<file path="src/rtl/addsub_pkg.sv">
// addsub_pkg: shared constants for the pipelined adder/subtractor.
// Mode encoding used on the mode input and carried down the pipeline.
package addsub_pkg;

    localparam logic MODE_ADD = 1'b1;
    localparam logic MODE_SUB = 1'b0;

endpackage

</file>
<file path="src/rtl/addsub_seg.sv">
// addsub_seg: combinational SEG_WIDTH-bit ripple slice.
// Ports: a, b, cin in; s, cout, c_msb (carry into slice MSB) out.
module addsub_seg #(
    parameter int SEG_WIDTH = 4
) (
    input  logic [SEG_WIDTH-1:0] a,
    input  logic [SEG_WIDTH-1:0] b,
    input  logic                 cin,
    output logic [SEG_WIDTH-1:0] s,
    output logic                 cout,
    output logic                 c_msb
);

    logic [SEG_WIDTH:0] c;

    assign c[0] = cin;

    for (genvar i = 0; i < SEG_WIDTH; i++) begin : g_bit
        assign s[i]   = a[i] ^ b[i] ^ c[i];
        assign c[i+1] = (a[i] & b[i]) | (c[i] & (a[i] ^ b[i]));
    end

    assign cout  = c[SEG_WIDTH];
    assign c_msb = c[SEG_WIDTH-1];

endmodule

</file>
<file path="src/rtl/addsub_pipe.sv">
// addsub_pipe: pipelined WIDTH-bit add/sub, SEG_WIDTH bits per stage,
// valid/ready on both sides. Ports: clk, rst_n, in_valid/in_ready,
// data0, data1, mode (1=add), out_valid/out_ready, sum,
// final_carry_out, overflow. Define ADDSUB_PIPE_SAT_EN to saturate
// sum on signed overflow.
module addsub_pipe
    import addsub_pkg::*;
#(
    parameter int WIDTH     = 8,
    parameter int SEG_WIDTH = 4
) (
    input  logic             clk,
    input  logic             rst_n,
    input  logic             in_valid,
    output logic             in_ready,
    input  logic [0:WIDTH-1] data0,
    input  logic [0:WIDTH-1] data1,
    input  logic             mode,
    output logic             out_valid,
    input  logic             out_ready,
    output logic [0:WIDTH-1] sum,
    output logic             final_carry_out,
    output logic             overflow
);

    localparam int STAGES = WIDTH / SEG_WIDTH;
    localparam int LAST   = STAGES - 1;

    typedef struct packed {
        logic             valid;
        logic             mode;
        logic             carry;
        logic [WIDTH-1:0] psum;
        logic [WIDTH-1:0] a;
        logic [WIDTH-1:0] b;
    } stage_t;

    // pipe[0] holds captured operands (B already conditioned);
    // pipe[k] holds a payload with k slices resolved.
    stage_t pipe [STAGES];
    stage_t nxt  [STAGES];

    logic [SEG_WIDTH-1:0] seg_s  [STAGES];
    logic                 seg_co [STAGES];
    logic                 seg_cm [STAGES];

    logic             advance;
    logic [WIDTH-1:0] wrap_d;
    logic [WIDTH-1:0] sum_d;
    logic             ovf_d;

    assign advance  = !out_valid | out_ready;
    assign in_ready = advance;

    for (genvar k = 0; k < STAGES; k++) begin : g_seg
        addsub_seg #(
            .SEG_WIDTH(SEG_WIDTH)
        ) u_seg (
            .a    (pipe[k].a[k*SEG_WIDTH +: SEG_WIDTH]),
            .b    (pipe[k].b[k*SEG_WIDTH +: SEG_WIDTH]),
            .cin  (pipe[k].carry),
            .s    (seg_s[k]),
            .cout (seg_co[k]),
            .c_msb(seg_cm[k])
        );
    end

    always_comb begin
        nxt[0]       = '0;
        nxt[0].valid = in_valid;
        nxt[0].mode  = mode;
        nxt[0].a     = data0;
        nxt[0].b     = (mode == MODE_ADD) ? data1 : ~data1;
        nxt[0].carry = (mode == MODE_SUB);
        for (int k = 1; k < STAGES; k++) begin
            nxt[k]       = pipe[k-1];
            nxt[k].carry = seg_co[k-1];
            nxt[k].psum[(k-1)*SEG_WIDTH +: SEG_WIDTH] = seg_s[k-1];
        end
    end

    always_comb begin
        wrap_d = pipe[LAST].psum;
        wrap_d[LAST*SEG_WIDTH +: SEG_WIDTH] = seg_s[LAST];
        ovf_d  = seg_cm[LAST] ^ seg_co[LAST];
    end

`ifdef ADDSUB_PIPE_SAT_EN
    // Overflow means both operands share a sign, so A's MSB
    // tells which limit the true result ran past.
    always_comb begin
        sum_d = wrap_d;
        if (ovf_d) begin
            sum_d = pipe[LAST].a[WIDTH-1]
                  ? {1'b1, {(WIDTH-1){1'b0}}}
                  : {1'b0, {(WIDTH-1){1'b1}}};
        end
    end
`else
    assign sum_d = wrap_d;
`endif

    always_ff @(posedge clk or negedge rst_n) begin
        if (!rst_n) begin
            for (int k = 0; k < STAGES; k++) begin
                pipe[k] <= '0;
            end
            out_valid       <= 1'b0;
            sum             <= '0;
            final_carry_out <= 1'b0;
            overflow        <= 1'b0;
        end else if (advance) begin
            for (int k = 0; k < STAGES; k++) begin
                pipe[k] <= nxt[k];
            end
            out_valid       <= pipe[LAST].valid;
            sum             <= sum_d;
            final_carry_out <= seg_co[LAST];
            overflow        <= ovf_d;
        end
    end

endmodule

</file>
<file path="config.mk">
export PLATFORM = sky130hd
export DESIGN_NAME = addsub_pipe
export DESIGN_NICKNAME = d
export VERILOG_FILES = /design/src/rtl/addsub_pkg.sv /design/src/rtl/addsub_seg.sv /design/src/rtl/addsub_pipe.sv
export SDC_FILE = /design/constraint.sdc
export NUM_CORES = 1
export LEC_CHECK = 0
export CAP_MARGIN = 40
export CORE_UTILIZATION = 47
export DETAILED_ROUTE_END_ITERATION = 10
export PLACE_DENSITY_LB_ADDON = 0.2
export SLEW_MARGIN = 25
export SYNTH_ARGS = -nofsm -noshare
export SYNTH_HDL_FRONTEND = slang
export SYNTH_SLANG_ARGS = --single-unit
</file>
<file path="constraint.sdc">
create_clock -name clk -period 2 [get_ports clk]
set_input_delay 0.5 -clock clk [delete_from_list [all_inputs] [get_ports clk]]
set_output_delay 0.5 -clock clk [all_outputs]
set_load 0.05 [all_outputs]
</file>
==> reports/results.tsv, run 1 <==
stage	metric	value	unit
logic_synthesis	synthAdderAreaFrac	7.84	%
routing	wl_met1	1510	µm
timing	fin_setup_tns	-0.275	ns
clocking	cts_buffers	5	
critical_path	crit_fanout	2	
logic_synthesis	netlist.area_leader.share	52.7	%
logic_synthesis	synth_most_common_cell	dfrtp_1	
critical_path	start_kind	flop	
timing	tightest_slew	0.502	ns
logic_synthesis	syn-cell-area	0.00204	mm²
logic_synthesis	yosys_warnings	0	
floorplanning	dieArea	0.00461	mm²
timing	setup_ws	-0.108	ns
floorplanning	die_h	67.9	µm
flow_run	cap_viol_max_count	0	
logic_synthesis	synth_top_family_by_area	multiplexers	
floorplanning	initial_core_util	50.0	%
layout	area_growth	25.9	%
clocking	cts_tree	built	
floorplanning	num_rows	23	
layout	multiInputGateArea	872	µm²
global_route	grt_overflow_total	0	
logic_synthesis	ys_ff_latch	43	
routing	drt_first_pass_iters	4	
layout	register_area	0.00108	mm²
critical_path	worst_setup_path_end_kind	flop	
logic_synthesis	synthCells	132	
placement	pre_cts_ws	-0.119	ns
layout	diodes	0	
placement	placed_area	0.00248	mm²
timing	hold_viol_final	0	
logic_synthesis	avgSynthCellArea	15.5	µm²
power	p_leak	1.22	nW
logic_synthesis	synth-main-ff-cell	dfrtp_1	
timing	rsz0062_at_grt	true	
global_route	grt_use_total	17.1	%
run_status	status	finished with violations	
routing	drtIter0Drc	53	
routing	routed.top_layer	met4	
timing	period_share	105	%
placement	dpl.hpwl	2350	µm
timing	fin_crit	2.11	ns
global_route	grt_max_degree	44	
logic_synthesis	synth_simple_gate_area_share	3.55	%
layout	nNetsFinal	205	
routing	wirelength	3290	µm
power	peakVddDrop	0.975	mV
global_route	grt_pass1_wl	5460	µm
hold_path	hold_path_class	primary input to async pin	
layout	nFillCells	313	
timing	max_freq	474	MHz
logic_synthesis	synth-edff-count	0	
timing	setup_viol	3	
timing	fin_skew	0.00239	ns
placement	portBuffers	32	
clocking	htree_levels	2	
timing	finalMaxSlewViolations	0	
routing	wl_met2	1530	µm
logic_synthesis	synth_cell_types	15	
logic_synthesis	ys_top_cells_by_area	dfrtp_1 (53%), mux2_4 (21%), fa_1 (7.8%)	
logic_synthesis	synthXorXnorAreaFrac	3.86	%
layout	fin_area	0.00257	mm²
critical_path	crit_type	flop to flop	
clocking	clock_sinks	43	
clocking	cts-root-buf	clkbuf_8	
critical_path	required	2.18	ns
global_route	antenna_found_initial	0	
routing	drc	0	
global_route	grt_pass1_vias	1133	
critical_path	rr_worst_depth	9	
placement	gp_congestion	0.765	
logic_synthesis	async_flop_share	100	%
routing	viasPerCell	4.96	
power	finalPower	3.62	mW
clocking	clk_pin_slew_worst_paths	0.07	ns
clocking	clk_latency	0.29	ns
critical_path	crit_arrival	2.29	ns
floorplanning	die_w	67.9	µm
clocking	cts_buffer_depth	2	
logic_synthesis	synth_area_leader_cell	dfrtp_1	
layout	fin_util	62.9	%
timing	slew_headroom	66.5	%
run_status	violations	setup timing	
routing	wl_per_cell	14.6	µm
power	powerDensity	1410	mW/mm²
routing	wl_met3	172	µm
logic_synthesis	synth_compound_area_share	1.72	%
floorplanning	io_pins	33	
logic_synthesis	synthTopCellsByCount	dfrtp_1 (43), mux2_4 (29), inv_1 (14)	
clocking	cts_hold_buffers	0	
logic_synthesis	muxShareOfSynthArea	24.5	%
logic_synthesis	synth_fp_nets	161	
logic_synthesis	ys_seq_area_share	52.7	%
floorplanning	coreArea	0.00409	mm²
layout	final_layout_size_suffix_gt1_share	41.7	%
routing	vias	1117	
routing	antenna_left	0	
-- layout by cell type, fill, tap and decap left out --
cell / n
dfrtp_1: 43
buf_2: 1
clkdlybuf4s50_1: 22
buf_12: 3
inv_1: 8
inv_2: 6
nand2b_4: 1
dlymetal6s2s_1: 3
nand2b_1: 1
a21oi_1: 5
buf_4: 15
xor2_1: 2
clkbuf_8: 5
fa_2: 7
nor3b_1: 7
mux2i_1: 2
mux2_2: 4
clkbuf_1: 1
a21oi_2: 2
xnor2_1: 7
mux2_4: 29
fa_1: 1
-- critical path, cell delays in order, from the launching register on --
cell     delay [ns]
dfrtp_1        0.39
fa_2           0.21
inv_2          0.04
fa_2           0.33
inv_2          0.06
fa_2           0.19
inv_2          0.04
fa_2           0.34
xnor2_1        0.14
mux2_4         0.26
-- cells by family (layout without fill, tap and decap cells) --
family          count (synthesis)  in the layout
mux                            35             35
fa+ha+maj                       8              8
simple gates                    9              9
flops                          43             43
compound gates                  7              7
xor+xnor                        9              9
buf+inv                        21             64
-- layout make-up --
cell class / instances / area share [%]
clock buffers: 6 / 2.82
inverters: 14 / 2.04
multi-input cells: 68 / 33.9
flip-flops and latches: 43 / 41.8
well taps: 50 / 2.43
repair buffers: 44 / 16.9
-- state kept, by name (all words and copies together), names as in the netlist --
name             flops
nxt                 17
pipe                15
sum                  8
final_carry_out      1
out_valid            1
overflow             1
-- metal layers --
metal / global-route usage, % / vias up
met4: 7.81 / 0
met5: 0 / -
met2: 24.5 / 27
met3: 6.00 / 7
met1: 23.2 / 571
li1: - / 512
-- worst paths after layout --
| kind | startpoint | endpoint | slack, ns |
|---|---|---|---|
| setup / recovery | pipe[4] | overflow | -0.11 |
| max in group asynchronous | rst_n | pipe[4] | 1.63 |
| setup reg to reg | pipe[4] | overflow | -0.11 |
| min in group clk | pipe[26] | out_valid | 0.47 |
| hold reg to reg | pipe[26] | out_valid | 0.47 |
| hold / removal | rst_n | nxt[10] | 0.17 |
-- report_power, final --
group / leakage [nW] / internal (mW) / switching (mW)
clock: 0.0371 / 0.232 / 0.261
combinational: 0.685 / 0.886 / 0.858
sequential: 0.497 / 1.18 / 0.206
-- stage by stage --
| stage | cells | hold slack (ns) |
|---|---|---|
| floorplan | 132 | 0.204 |
| global route | 225 | 0.172 |
| CTS | 225 | 0.167 |
| global placement | 218 | 0.444 |
| detailed placement | 218 | 0.445 |
| finish | 225 | 0.168 |
-- timing repair --
| action | CTS | global route |
|---|---|---|
| pin swaps | 3 | 3 |
| endpoints found under the setup margin | 3 | 6 |
| gates resized for setup | 3 | 4 |
| hold endpoints to repair | 0 | 0 |
| buffers inserted | 1 | 0 |
No activity file was read; power rests on OpenSTA's default activity.
==> run 2, diff against run 1 <==
--- a/config.mk
+++ b/config.mk
@@ -6,7 +6,10 @@
 export NUM_CORES = 1
 export LEC_CHECK = 0
 export CAP_MARGIN = 40
-export CORE_UTILIZATION = 47
+export CELL_PAD_IN_SITES_DETAIL_PLACEMENT = 1
+export CELL_PAD_IN_SITES_GLOBAL_PLACEMENT = 2
+export CORE_ASPECT_RATIO = 1.25
+export CORE_UTILIZATION = 34
 export DETAILED_ROUTE_END_ITERATION = 10
 export PLACE_DENSITY_LB_ADDON = 0.2
 export SLEW_MARGIN = 25
==> run 2 against run 1 <==
Against the previous run: largest cell class unchanged; total power is 3.5% higher; the run ends with DRC, setup timing left; final cell count rose by 8.0%; routed wire length up 12%; first-iteration DRC count down 34%; critical path depth unchanged; critical endpoint unchanged; clock-buffer cell count rose by 2; non-clock buffer count unchanged; clock power up 21%; die area increased by 37%; hold slack improved by 0.018 ns; sequential power about the same.
==> reports/results.tsv, run 2 (synthesized netlist as in run 1, its figures left out) <==
stage	metric	value	unit	change
run_status	status	finished with violations		
run_status	violations	DRC, setup timing		
floorplanning	die_w	71.3	µm	+5.0%
flow_run	cap_viol_max_count	0		unchanged
timing	setup_ws	-0.114	ns	-0.00521 ns
clocking	cts-root-buf	clkbuf_8		
routing	drt_first_pass_iters	7		+3
layout	nNetsFinal	205		unchanged
floorplanning	dieArea	0.00632	mm²	+37%
power	p_switching	1.35	mW	+1.7%
global_route	grt_use_total	14.1	%	-3.0 points
timing	rsz0062_at_grt	true		
clocking	clk_latency	0.29	ns	about the same
power	seqPwrFrac	36.9	%	-1.3 points
routing	vias	1129		+1.1%
layout	final_cell_mix	dfrtp_1 (43), mux2_4 (29), clkdlybuf4s50_1 (21)		
routing	antenna_left	0		unchanged
critical_path	crit_type	flop to flop		
placement	portBuffers	32		unchanged
timing	period_share	106	%	+0.26 points
global_route	grt_max_degree	23		-48%
critical_path	cp_common_cell	fa_2		
floorplanning	initial_core_util	35.3	%	-15 points
global_route	grt_overflow_total	0		unchanged
timing	fin_skew	0.00315	ns	+0.000761 ns
clocking	clock_sinks	43		unchanged
critical_path	max_stage_delay	0.41	ns	+0.02 ns
routing	viasPerCell	4.65		-6.4%
layout	largest_reg_flops	17		unchanged
critical_path	worst_setup_path_end_kind	flop		
critical_path	reg2reg_slack	-0.11	ns	about the same
clocking	clk_pin_slew_worst_paths	0.08	ns	about the same
power	p_sw_share	36.0	%	-0.63 points
power	p_int	2.40	mW	+4.6%
routing	wirelength	3690	µm	+12%
global_route	grt_pass1_vias	1285		+13%
layout	final_common_cell	dfrtp_1		
timing	fin_setup_tns	-0.290	ns	-0.0155 ns
power	comb_power_share	47.2	%	-1.0 points
power	p_leak	1.24	nW	+2.1%
clocking	cts_buffers	5		unchanged
floorplanning	die_h	88.6	µm	+31%
hold_path	hold_path_class	primary input to async pin		
power	powerDensity	1420	mW/mm²	+0.93%
placement	placed_area	0.00251	mm²	+1.4%
placement	pre_cts_ws	-0.110	ns	+0.00951 ns
global_route	antenna_found_initial	0		unchanged
critical_path	crit_fanout	2		unchanged
floorplanning	io_pins	33		unchanged
routing	drtIter0Drc	35		-34%
clocking	cts_tree	built		
timing	finalMaxSlewViolations	0		unchanged
floorplanning	coreArea	0.00578	mm²	+41%
routing	wl_per_cell	15.2	µm	+4.0%
layout	diodes	0		unchanged
timing	holdWs	0.186	ns	+0.0175 ns
critical_path	rr_worst_depth	9		unchanged
power	finalPower	3.75	mW	+3.5%
layout	fin_area	0.00264	mm²	+2.6%
global_route	grt_pass1_wl	6580	µm	+20%
timing	slew_headroom	63.4	%	-3.1 points
placement	dpl.hpwl	2640	µm	+13%
floorplanning	num_rows	31		+35%
clocking	cts_buffer_depth	2		unchanged
timing	tightest_slew	0.549	ns	+0.0470 ns
timing	hold_viol_final	0		unchanged
critical_path	crit_arrival	2.29	ns	about the same
critical_path	required	2.18	ns	about the same
timing	setup_viol	3		unchanged
timing	fin_crit	2.11	ns	+0.00521 ns
layout	area_growth	29.2	%	
critical_path	crit_chain	fa_2 -> inv_2 -> fa_2 -> inv_2 -> fa_2 -> inv_2 -> fa_2 -> xnor2_1 -> mux2_4		
layout	final_layout_size_suffix_gt1_share	42.4	%	+0.66 points
critical_path	start_kind	flop		
power	pwr-share-clk	15.9	%	+2.3 points
clocking	htree_levels	2		unchanged
routing	drc	3		+3
placement	gp_congestion	0.760		-0.67%
timing	max_freq	473	MHz	-0.25%
critical_path	crit_path_top_delay_cell	dfrtp_1		
power	peakVddDrop	0.779	mV	-20%
[run 2: cell count changes in the layout (fill, tap and decap cells not counted)]
cell and change:
buf_12 +2, clkdlybuf4s50_1 -1, buf_4 -1, a21oi_1 +1
a21oi_2 -1, clkbuf_8 +2
[run 2: layout make-up]
class                   instances  area [µm²]
inverters                      14        52.6
repair buffers                 44         458
well taps                      66        82.6
fillers                       588        3140
multi-input cells              68         868
clock buffers                   8         100
flip-flops and latches         43        1080
[run 2: critical path: cells and delay by family, from the launching register on]
family                     cells  cell delay [ns]
adders and majority gates      4             1.11
buffers and inverters          3             0.16
muxes                          1             0.25
xor gates and xnor gates       1             0.07
DFF                            1             0.41
[run 2: path summary, 6_finish.rpt]
path,start,to
setup / recovery,pipe[24],overflow
hold / removal,rst_n,nxt[9]
setup reg to reg,pipe[24],overflow
hold reg to reg,pipe[26],out_valid
max in group asynchronous,rst_n,nxt[14]
min in group clk,pipe[26],out_valid
[run 2: power by group through the flow]
stage               Combinational, mW  Clock (mW)  Sequential, mW
floorplan                       0.873           0            1.73
global route                     1.91       0.665            1.43
finish                           1.77       0.598            1.38
global placement                 1.72           0            1.39
detailed placement               1.75           0            1.41
CTS                              1.80       0.627            1.40
[run 2: layer usage]
metal | part of all wire, % | track usage [%] | vias to the layer above
met3 | 3.7 | 4.21 | 5
li1 | - | - | 516
met2 | 50 | 22.9 | 24
met4 | 1.7 | 5.45 | 0
met1 | 44 | 17.8 | 584
met5 | 0 | 0 | -
[run 2: what timing repair did]
item / CTS / global route
endpoints found under the setup margin: 3 / 6
buffers inserted: 1 / 1
pin swaps: 4 / 0
gates resized for setup: 3 / 3
hold buffers: 0 / 0
[run 2: per-stage QoR]
stage / util, % / std cells
floorplan: - / 132
global placement: 43.5 / 233
detailed placement: 43.5 / 233
global route: 45.6 / 243
finish: 45.6 / 243
CTS: 45.4 / 242
==> edit 1: new RTL, config.mk and constraints of run 1 <==
`SEG_WIDTH` is set to 4 in 2 places; all go to 8.
--- a/src/rtl/addsub_seg.sv
+++ b/src/rtl/addsub_seg.sv
@@ -3,3 +3,3 @@
 module addsub_seg #(
-    parameter int SEG_WIDTH = 4
+    parameter int SEG_WIDTH = 8
 ) (
--- a/src/rtl/addsub_pipe.sv
+++ b/src/rtl/addsub_pipe.sv
@@ -9,3 +9,3 @@
     parameter int WIDTH     = 8,
-    parameter int SEG_WIDTH = 4
+    parameter int SEG_WIDTH = 8
 ) (
Check against the original RTL: not equivalent (a bounded check fails within 4 cycles, from zero or initial values and one cycle with rst_n low).
==> edit 1 against run 1 <==
- the flow finishes with violations (DRC, setup timing)
- power decreased by 35%
- clock power decreased by 27%
- highest routed layer unchanged
- fmax decreased by 40%
- routed wire length decreased by 17%
- sequential cell count decreased by 14
- setup slack got worse by 1.4 ns
- area after synthesis decreased by 29%
- design area decreased by 24%
- utilization increased by 6.2 points
- combinational power decreased by 35%
- die area decreased by 28%
==> edit 1: results (changes against run 1) <==
drt pass-1 iters=7 (+3); routed vias=853 (-24%); final setup vio count=7 (+4); HP Class=reg -> reg; Clock-cell share=2.82% (-0.0055 points); largest net degree at the start of global routing=30 (-32%); Routability Congestion=0.736 (-3.8%); post-synth cell types=13 (-2); Placed Cells=160 (-27%); share of layout cells above drive strength 1=41.3% (-0.41 points); Inverters, non-clock=7 (-7); failing checks=DRC, setup timing; Hold Slack=0.480 ns (+0.311 ns); Area after DPL=0.00187 mm2 (-24%); Final #Nets=167 (-19%); slack of the critical path=-1.49 ns (-1.38 ns); clock latency on the worst-skew pair=0.33 ns (+0.04 ns); root buffer cell=clkbuf_4; Lkg Pwr=0.941 nW (-23%); Worst R2R Setup Slack=-1.49 ns (-1.38 ns); clk_skew=0.00693 ns (+0.00454 ns); CP arrival=3.71 ns (+1.42 ns); post-synthesis sequential area ratio=50.0% (-2.7 points); slew margin rel.=65.8% (-0.68 points); DRC errors left=2 (+2); setup TNS=-7.42 ns (-7.15 ns); GR Util All Layers=19.7% (+2.6 points); synth top area cells=dfrtp_1 (50%), mux2_4 (23%), fa_1 (11%); multi-input combinational area share=34.8% (+0.91 points); Avg Synthesized Cell Area=15.9 um2 (+3.0%); Peak VDD IR=0.000725 V (-26%); top cells by count, synth=dfrtp_1 (29), mux2_4 (22), fa_1 (8), inv_1 (7), xnor2_1 (7); status=finished with violations; FF-to-FF path depth=13 (+4); vias per cell=5.05 (+1.7%)
## edit 1: cell count changes in the layout (fill, tap and decap cells not counted), sizes merged, moves of 3 or more
cell / before / now
a21oi: 7 / 4
dfrtp: 43 / 29
inv: 14 / 7
nor3b: 7 / 4
mux2: 33 / 22
## edit 1: logic make-up after synthesis
group,share of synthesized area (%)
flops,50.0
buf+inv,4.49
fa+ha+maj,11.0
compound gates,1.38
simple gates,3.45
mux,24.2
xor+xnor,5.44
## edit 1: layer usage
metal  vias up  track usage, %  share of wire, %
li1        391               -                 -
met2        23            34.2                52
met4         0            10.5               3.1
met1       427            21.3                39
met5         -               0                 0
met3        12            6.58               5.7
## edit 1: power by group
group | internal (mW) | total [mW] | switching (mW)
clock network | 0.166 | 0.359 | 0.194
registers | 0.742 | 0.849 | 0.108
logic | 0.516 | 1.13 | 0.617
total | 1.42 | 2.34 | 0.918
## edit 1: repair_timing
item                       4_1_cts  5_1_grt
buffers inserted                 1        1
setup endpoints to repair        9       11
pin swaps                        0        1
gates resized for setup          3        4
==> edit 2: new RTL, flow settings as in run 1 <==
Made on the original files. Register the output `overflow` once more, with the module's reset; this adds one clock of latency there. The other outputs are not delayed to match.
--- a/src/rtl/addsub_pipe.sv
+++ b/src/rtl/addsub_pipe.sv
@@ -36,2 +36,4 @@
     } stage_t;
+
+    logic overflow_s0;
 
@@ -110,3 +112,3 @@
             final_carry_out <= 1'b0;
-            overflow        <= 1'b0;
+            overflow_s0     <= 1'b0;
         end else if (advance) begin
@@ -118,3 +120,11 @@
             final_carry_out <= seg_co[LAST];
-            overflow        <= ovf_d;
+            overflow_s0     <= ovf_d;
+        end
+    end
+
+    always_ff @(posedge clk or negedge rst_n) begin
+        if (!rst_n) begin
+            overflow <= '0;
+        end else begin
+            overflow <= overflow_s0;
         end
Formal check against the unedited RTL: not equivalent (Yosys sat finds a counterexample within 4 cycles, from zero or initial values and one cycle with rst_n low).
==> edit 2 against run 1 <==
- the run still ends with setup timing left
- design area increased by 2.0%
- sequential cell count increased by 1
- highest routed layer unchanged
- setup slack got worse by 0.0081 ns
- via count increased by 1.2%
- critical path type unchanged
- count of clock-buffer cells in the layout unchanged
- power increased by 5.5%
- area after synthesis increased by 1.2%
- sequential share of layout area increased by 0.14 points
- critical path depth unchanged
- routed wire length increased by 4.3%
- synthesized cell count increased by 0.76%
==> edit 2: results (changes against run 1) <==
status=finished with violations; failing checks=setup timing; slack of the critical path=-0.116 ns (-0.00806 ns); synth top area cells=dfrtp_1 (53%), mux2_4 (21%), fa_1 (7.7%); Adder-Cell Fraction of Synth Area=7.75% (-0.095 points); HP Class=in -> async; Peak Freq=472 MHz (-0.38%); GR Util met2=25.9% (+1.4 points); largest net degree at the start of global routing=31 (-30%); Avg Synthesized Cell Area=15.5 um2 (+0.46%); Lkg Pwr=1.26 nW (+3.5%); vias in the first global route=1,164 (+2.7%); WL final=3430 um (+4.3%); Place WS=-0.133 ns (-0.0135 ns); routed vias=1,130 (+1.2%); crit path max-delay cell type=dfrtp_1; Routability Congestion=0.749 (-2.1%); crit-path max cell delay=0.41 ns (+0.02 ns); Post-Synth XOR/XNOR Area=3.81% (-0.047 points); post-DP HPWL=2350 um (+0.14%); global-route wire length before repair=5660 um (+3.7%); max reg flops=17 (unchanged); Cell Count, Final, Fillers Out=227 (+0.89%); Peak VDD IR=0.000685 V (-30%); Layout fillers=309 (-1.3%); Synth Area in Compound Gates=1.69% (-0.021 points); actual slew at the worst max-slew pin=0.563 ns (+0.0619 ns); GR Util All Layers=17.9% (+0.80 points); H-tree Lvls=2 (unchanged); top cells by count, synth=dfrtp_1 (44), mux2_4 (29), inv_1 (14), fa_1 (8); GRT met1 Usage=23.2% (-0.093 points); Placed Cells=216 (-0.92%); share of layout cells above drive strength 1=41.8% (+0.094 points); multiplexer share of the synthesized area=24.2% (-0.30 points); final setup vio count=3 (unchanged); maximum fanout along the worst path=2 (unchanged); Synth Net Count=162 (+0.62%); drt initial violations=46 (-13%); post-synthesis sequential area ratio=53.3% (+0.57 points)
[edit 2: cell types whose count changed in the layout (fill, tap and decap cells not counted), sizes merged]
| cell | delta |
|---|---|
| clkdlybuf4s50 | -3 |
| dlymetal6s2s | +2 |
| bufinv | +1 |
| clkinv | +1 |
| dfrtp | +1 |
[edit 2: kinds of logic after synthesis]
kind of cell / after synthesis
flip-flops: 44
multiplexers: 35
buffers and inverters: 21
XOR/XNOR: 9
AND/OR/NAND/NOR: 9
adder cells (fa/ha/maj): 8
AO/OA/AOI/OAI: 7
[edit 2: critical path, delay by kind of cell (launching register included)]
kind	cells	cell delay, ns
fa+ha+maj	4	1.11
xor+xnor	1	0.07
mux	1	0.25
flops	1	0.41
buf+inv	3	0.16
[edit 2: layer usage]
layer  up-vias  wire length (um)
li1        518                 -
met1       581              1560
met2        25              1620
met3         6               195
met4         0                61
met5         -                 0
[edit 2: path summary, 6_finish.rpt]
| check | from | endpoint | slack, ns |
|---|---|---|---|
| max | pipe[24] | overflow_s0 | -0.12 |
| min | rst_n | nxt[11] | 0.18 |
| max reg2reg | pipe[24] | overflow_s0 | -0.12 |
| min reg2reg | overflow_s0 | overflow | 0.39 |
| max in group asynchronous | rst_n | pipe[17] | 1.31 |
| min in group clk | overflow_s0 | overflow | 0.39 |
[edit 2: what timing repair did]
| action | CTS | global route |
|---|---|---|
| setup buffers | 3 | 0 |
| endpoints found under the setup margin | 3 | 9 |
| pin swaps | 3 | 1 |
| gates resized for setup | 3 | 5 |
| hold endpoints to repair | 0 | 0 |
[edit 2: per-stage QoR]
stage	cell area, um2	power [mW]	TNS [ns]	hold WS [ns]
after detailed placement	2480	3.13	-0.332	0.361
final	2620	3.82	-0.257	0.183
after CTS	2610	3.88	-0.310	0.199
after global placement	2480	3.08	-0.204	0.386
after floorplan	2080	2.64	-0.107	0.204
after global routing	2620	4.07	-0.493	0.208
[edit 2: cell type report]
type	instances	area, um2	share of cell area, %
clock buffers	6	72.6	2.77
clock inverters	2	35.0	1.34
repair buffers	43	430	16.4
inverters	14	52.6	2.00
well taps	50	62.6	2.39
multi-input cells	68	868	33.1
flip-flops and latches	44	1100	42.0
[edit 2: power breakdown]
| group | internal (mW) | switching, mW |
|---|---|---|
| combinational | 0.893 | 0.852 |
| sequential | 1.21 | 0.205 |
| clock | 0.371 | 0.294 |
